$ cat src/rtl/alu.sv
// Single-cycle registered ALU: add/sub with carry, rotates, logic ops, A==B flag.
// Optional rotator gated by `ALU_ROT_EN; when it is undefined, the rotate codes pass a_in through.
module alu #(
    parameter int WIDTH = 12
) (
    input  logic             clk,
    input  logic             rst_n,
    input  logic [WIDTH-1:0] a_in,
    input  logic [WIDTH-1:0] b_in,
    input  logic             carry_in,
    input  logic [2:0]       func_code,
    output logic [WIDTH-1:0] a_out,
    output logic             carry_out,
    output logic             equ_out,
    output logic             overflow_out
);
    localparam int AW = $clog2(WIDTH);

    typedef enum logic [2:0] {
        OP_ADD  = 3'b000,
        OP_SUB  = 3'b001,
        OP_ROTL = 3'b010,
        OP_ROTR = 3'b011,
        OP_XOR  = 3'b100,
        OP_AND  = 3'b101,
        OP_OR   = 3'b110,
        OP_NOT  = 3'b111
    } op_e;

    logic [WIDTH:0]   sum, diff;
    logic [WIDTH-1:0] rot_l, rot_r;
    logic [WIDTH-1:0] res_d;
    logic             carry_d, ovf_d;

    assign sum  = {1'b0, a_in} + {1'b0, b_in} + {{WIDTH{1'b0}}, carry_in};
    assign diff = {1'b0, a_in} - {1'b0, b_in} - {{WIDTH{1'b0}}, carry_in};

`ifdef ALU_ROT_EN
    logic [AW-1:0]      rot_raw, rot_amt;
    logic [2*WIDTH-1:0] rot_dbl, rot_shl, rot_shr;

    // Amount field spans < 2*WIDTH, so one conditional subtract gives mod WIDTH.
    assign rot_raw = b_in[AW-1:0];
    assign rot_amt = (rot_raw >= AW'(WIDTH)) ? rot_raw - AW'(WIDTH) : rot_raw;
    assign rot_dbl = {a_in, a_in};
    assign rot_shl = rot_dbl << rot_amt;
    assign rot_shr = rot_dbl >> rot_amt;
    assign rot_l   = rot_shl[2*WIDTH-1:WIDTH];
    assign rot_r   = rot_shr[WIDTH-1:0];
`else
    assign rot_l = a_in;
    assign rot_r = a_in;
`endif

    always_comb begin
        res_d   = '0;
        carry_d = 1'b0;
        ovf_d   = 1'b0;
        case (op_e'(func_code))
            OP_ADD: begin
                res_d   = sum[WIDTH-1:0];
                carry_d = sum[WIDTH];
                ovf_d   = (a_in[WIDTH-1] == b_in[WIDTH-1]) && (sum[WIDTH-1] != a_in[WIDTH-1]);
            end
            OP_SUB: begin
                res_d   = diff[WIDTH-1:0];
                carry_d = diff[WIDTH];
                ovf_d   = (a_in[WIDTH-1] != b_in[WIDTH-1]) && (diff[WIDTH-1] != a_in[WIDTH-1]);
            end
            OP_ROTL: res_d = rot_l;
            OP_ROTR: res_d = rot_r;
            OP_XOR:  res_d = a_in ^ b_in;
            OP_AND:  res_d = a_in & b_in;
            OP_OR:   res_d = a_in | b_in;
            OP_NOT:  res_d = ~a_in;
            default: res_d = '0;
        endcase
    end

    always_ff @(posedge clk or negedge rst_n) begin
        if (!rst_n) begin
            a_out        <= '0;
            carry_out    <= 1'b0;
            equ_out      <= 1'b0;
            overflow_out <= 1'b0;
        end else begin
            a_out        <= res_d;
            carry_out    <= carry_d;
            equ_out      <= (a_in == b_in);
            overflow_out <= ovf_d;
        end
    end
endmodule

$ cat config.mk
export PLATFORM = sky130hd
export DESIGN_NAME = alu
export DESIGN_NICKNAME = d
export VERILOG_FILES = /design/src/rtl/alu.sv
export SDC_FILE = /design/constraint.sdc
export NUM_CORES = 1
export LEC_CHECK = 0
export ABC_CLOCK_PERIOD_IN_PS = 900
export CAP_MARGIN = 25
export CORE_MARGIN = 5
export CORE_UTILIZATION = 45
export CTS_BUF_LIST = sky130_fd_sc_hd__clkbuf_8
export DETAILED_ROUTE_END_ITERATION = 8
export PLACE_DENSITY = 0.69
export SLEW_MARGIN = 15
export SYNTH_ARGS = -nofsm -noshare
export SYNTH_HDL_FRONTEND = slang
export SYNTH_SLANG_ARGS = --single-unit
$ cat constraint.sdc
create_clock -name clk -period 0.9 [get_ports clk]
set_input_delay 0.18 -clock clk [delete_from_list [all_inputs] [get_ports clk]]
set_output_delay 0.18 -clock clk [all_outputs]
set_load 0.02 [all_outputs]
# [Word-level counts from Yosys, hierarchy flattened]
# Cells that the tools add are included.
[word_totals] ff_bits=15 inputBits=30 output_inout_bits=15 wordCells=31
[classes] add_sub_neg=4 eq_ne=12 mux=3 bitwise=4 n_reduce_logical=4
[op_table] op="one-hot mux 12 bit (7 select lines)" count=1
[op_table] op="adder 12 x 12 -> 13 bit" count=1
[op_table] op="adder 13 x 1 -> 13 bit" count=1
[op_table] op="subtractor 12 x 12 -> 13 bit" count=1
[op_table] op="subtractor 13 x 1 -> 13 bit" count=1
[op_table] op="AND 12 bit" count=1
[op_table] op="== test 12 bit" count=1
[op_table] op="== test 3 bit (second input constant)" count=4
[op_table] op="inverter 12 bit" count=1
[op_table] op="OR 12 bit" count=1
[op_table] op="XOR 12 bit" count=1
[op_table] op="== test 3 x 2 -> 1 bit (second input constant)" count=2
[op_table] op="one-hot mux 1 bit (2 select lines)" count=2
[op_table] op="== test 3 x 1 -> 1 bit (second input constant)" count=1
[op_table] op="logical NOT 3 bit" count=1
[op_table] op="!= test 1 bit" count=3
[op_table] op="logical AND 1 bit" count=2
[op_table] op="OR reduction 2 bit" count=1
[op_table] op="== test 1 bit" count=1

# [Depth between registers and ports, before layout]
[depth] word_depth=5 ltp_mapped=10 mapped_depth_nobuf=10

# [Least setup slack after synthesis]
# No wires, ideal clock.
[synth_path] kind="input port to flip-flop" from="input port a_in[0]" to="register a_out[9]" arrival_time_ns=2.141 path_slack_ns=-1.367 path_stages=10 cell_sequence="inv_1 > fa_1 > inv_1 > ha_1 > o21ai_0 > o211ai_2 > nand4_1 > a31oi_1 > xor2_1 > a221o_1"
[synth_between] elab_chain_len=3 word_cells_on_any_way=5 classes_between="4 x add/sub; 1 x mux"
[synth_lines] element="start: declaration" line="8" rtl="input logic [WIDTH-1:0] a_in,"
[synth_lines] element="subtractor 12 x 12 -> 13 bit or adder 12 x 12 -> 13 bit (tied branches)" line="36, 35"
[synth_lines] element="subtractor 13 x 1 -> 13 bit or adder 13 x 1 -> 13 bit (tied branches)" line="36, 35"
[synth_lines] element="one-hot mux 12 bit (7 select lines) *" line="59" rtl="case (op_e'(func_code))"
[synth_lines] element="via res_d[9]" line="32" rtl="logic [WIDTH-1:0] res_d;"
[synth_lines] element="end signal: assignment" line="87" rtl="a_out <= res_d;"
[synth_lines] element="end: declaration" line="12" rtl="output logic [WIDTH-1:0] a_out,"
# Mark *: on every way through the listed nets, which the timed path passes. The rest lies on a longest branch.

# [Worst setup path after layout]
[layout_path] from="input port a_in[0]" to="register a_out[10]"
# The elaborated chain is that of the path after synthesis.

==> metrics.md <==
| Metric | Value |
|---|---|
| Vias per cell | around 6 |
| CTS tree | done |
| Worst-path clk slew | roughly 0.070 ns |
| Critical Path End Type | flip-flop |
| Pre-CTS setup slack | -1.85 ns |
| Max Freq | 0.483 GHz |
| TritonCTS Buffers | 3 |
| Setup violators final | 30 |
| Die span in x | roughly 87 µm |
| CTS root buf | clkbuf_8 |
| Max VDD drop | ~0.0010 V |
| Unrepaired setup endpoints after global routing | yes |
| Initial antenna violation count | 0 |
| Yosys reg bits | 15 |
| Routed vias | ~3300 |
| Htree depth | 1 |
| Antenna-violating nets left | 0 |
| Vias in the first global route | between 3000 and 4000 |
| Area growth from synthesis to layout | 73.7% |
| Final worst-path setup slack | -1.17 ns |
| Layout cell share with drive strength beyond 1 | about 53% |
| Worst Setup Start Kind | input port |
| Filler instances | around 350 |
| # diodes | 0 |
| Remaining DRCs | 0 |
| Worst slew pin tran | 0.424 ns |
| Post-Synthesis Cells | roughly 330 |
| Largest net degree at the start of global routing | 16 |
| First-pass GRT wire length | 16400 µm |
| Routability cong. | slightly above 0.9 |
| CP required | approximately 1.0 ns |
| Placed Cells | roughly 540 |
| Fin crit share | 230% |
| Hold_ws | about 0.26 ns |
| Max cap viols | 0 |
| HP Class | in -> async |
| CP max FO | 2 |
| Initial DRT Pass Iterations | 5 |
| Buffers on Ports | 44 |
| Area of the multi-input gates | about 0.0025 mm² |
| # rows | 28 |
| Die ar. | 0.00763 mm² |
| Post-Synthesis Net Count | 410 |
| Post-synthesis instance area | around 0.0027 mm² |
| All-Layer GR Usage | 26.9% |
| HPWL Detailed | approximately 7000 µm |
| Clock Path Buffers | 2 |
| Syn Area/Cell | between 8 and 9 µm² |
| Lkg Pwr | about 2.2 nW |
| Non-filler instance count after layout | between 500 and 600 |
| Failing checks | negative setup slack |
| Slew headroom | a little under three quarters |
| Seq/Total Area, Yosys | 13.9% |
| EDFF count, synth | 0 |
| CP arrival | roughly 2.2 ns |
| Status | finished, violations left |
| Ys Warns | 0 |
| Commonest register cell after synthesis | dfrtp_1 |
| Setup Crit Path Kind | in -> reg |
| # IOs | between 40 and 50 |
| Initial Util | 45.8% |
| Register area | between 300 and 400 µm² |
| Clock Sinks | 15 |
| Aggregate global routing overflow | 0 |
| WL/cell | 18.8 µm |
| WL final | 10600 µm |
| Most frequent cells in the layout | buf_4 (106), buf_6 (33), inv_2 (29) |
| Chip height | around 87 µm |
| Hold Vio Cnt, Final | 0 |
| Min Tclk post-route | between 2 and 2.5 ns |
| DRT iter0 DRCs | roughly 230 |
| Nets | 570 |
| Core area | about 0.0059 mm² |
| Commonest non-fill, non-tap cell in the layout | buf_4 |
| Yosys cell types | 55 |
| Power Density | roughly 1000 mW/mm² |
| Final Max Slew Viols | 0 |
| Ys async rst share | 100% |
==> state kept, by name, summed over array words and instances, names as in the netlist <==
name and cells:
a_out 12, carry_out 1, equ_out 1, overflow_out 1
==> routing by layer <==
layer	track usage (%)	vias up	share of wire, %
met2	47.7	205	50
li1	-	1485	-
met5	0	-	0
met4	10.7	0	4.3
met3	4.07	55	8.0
met1	32.2	1559	38
==> synth_stat cells, types with 5 or more instances <==
cell type / instances / share of area [%]
a21oi_1: 29 / 5.4
buf_2: 6 / 1.1
dfrtp_1: 15 / 14
ha_1: 44 / 20
inv_1: 46 / 6.4
mux2i_1: 10 / 3.7
mux4_2: 6 / 5.0
nand2_1: 17 / 2.4
nand2b_1: 6 / 1.4
nor2_1: 17 / 2.4
nor3_1: 6 / 1.1
nor4_1: 5 / 1.2
o211ai_1: 6 / 1.7
o21ai_0: 19 / 3.5
xnor2_1: 13 / 4.2
xor2_1: 7 / 2.3
==> power breakdown <==
group,switching (mW),internal (mW)
combinational,1.64,1.76
sequential,0.0486,0.759
clock,0.278,0.308
==> final timing paths <==
check / start / to / slack, ns / cells after the start
max: a_in[0] / a_out[10] / -1.17 / 12
min: rst_n / equ_out / 0.26 / 2
max in group asynchronous: rst_n / a_out[4] / 0.52 / 2
min in group clk: a_in[2] / a_out[2] / 0.46 / 5
==> cell families (layout without fill, tap and decap cells) <==
logic type,count (synthesis),in the layout,synth area share (%)
AO/OA/AOI/OAI,98,98,24.1
XOR/XNOR,20,20,6.50
adder cells (fa/ha/maj),48,48,23.4
buffers and inverters,61,220,9.24
flip-flops,15,15,13.9
multiplexers,18,18,9.57
AND/OR/NAND/NOR,72,72,13.3
==> per-stage QoR <==
step / cell area (µm²) / setup TNS [ns] / total power, mW / utilization, %
final: 4680 / -15.30 / 4.79 / 79.5
after global routing: 4680 / -16.62 / 5.02 / 79.5
after CTS: 4580 / -14.60 / 4.47 / 77.8
after detailed placement: 4020 / -27.30 / 3.43 / 68.4
after global placement: 4020 / -26.64 / 3.35 / 68.4
after floorplan: 2790 / -12.84 / 2.28 / -
==> repair_timing <==
item | in CTS | in global routing
buffers inserted | 24 | 8
endpoints found under the setup margin | 30 | 30
gates resized for setup | 242 | 23
pin swaps | 44 | 28
gates cloned | 0 | 0
hold buffers | 0 | 0
==> layout make-up <==
class,count,area share [%]
clock buffers,3,0.883
clock inverters,1,0.107
inverters,47,3.96
multi-input cells,256,53.8
flip-flops and latches,15,8.02
well taps,75,2.01
repair buffers,169,31.2
==> worst max-delay path: stages <==
cell and delay [ns]:
buf_8 0.08, clkinvlp_4 0.10, buf_6 0.13, fa_2 0.33, inv_2 0.08, fa_2 0.24, nor2_4 0.05, o221ai_2 0.20
a31oi_2 0.13, o21bai_1 0.23, xor2_1 0.15, a211o_1 0.31
Note: power is estimated with default switching activity, not from simulation.
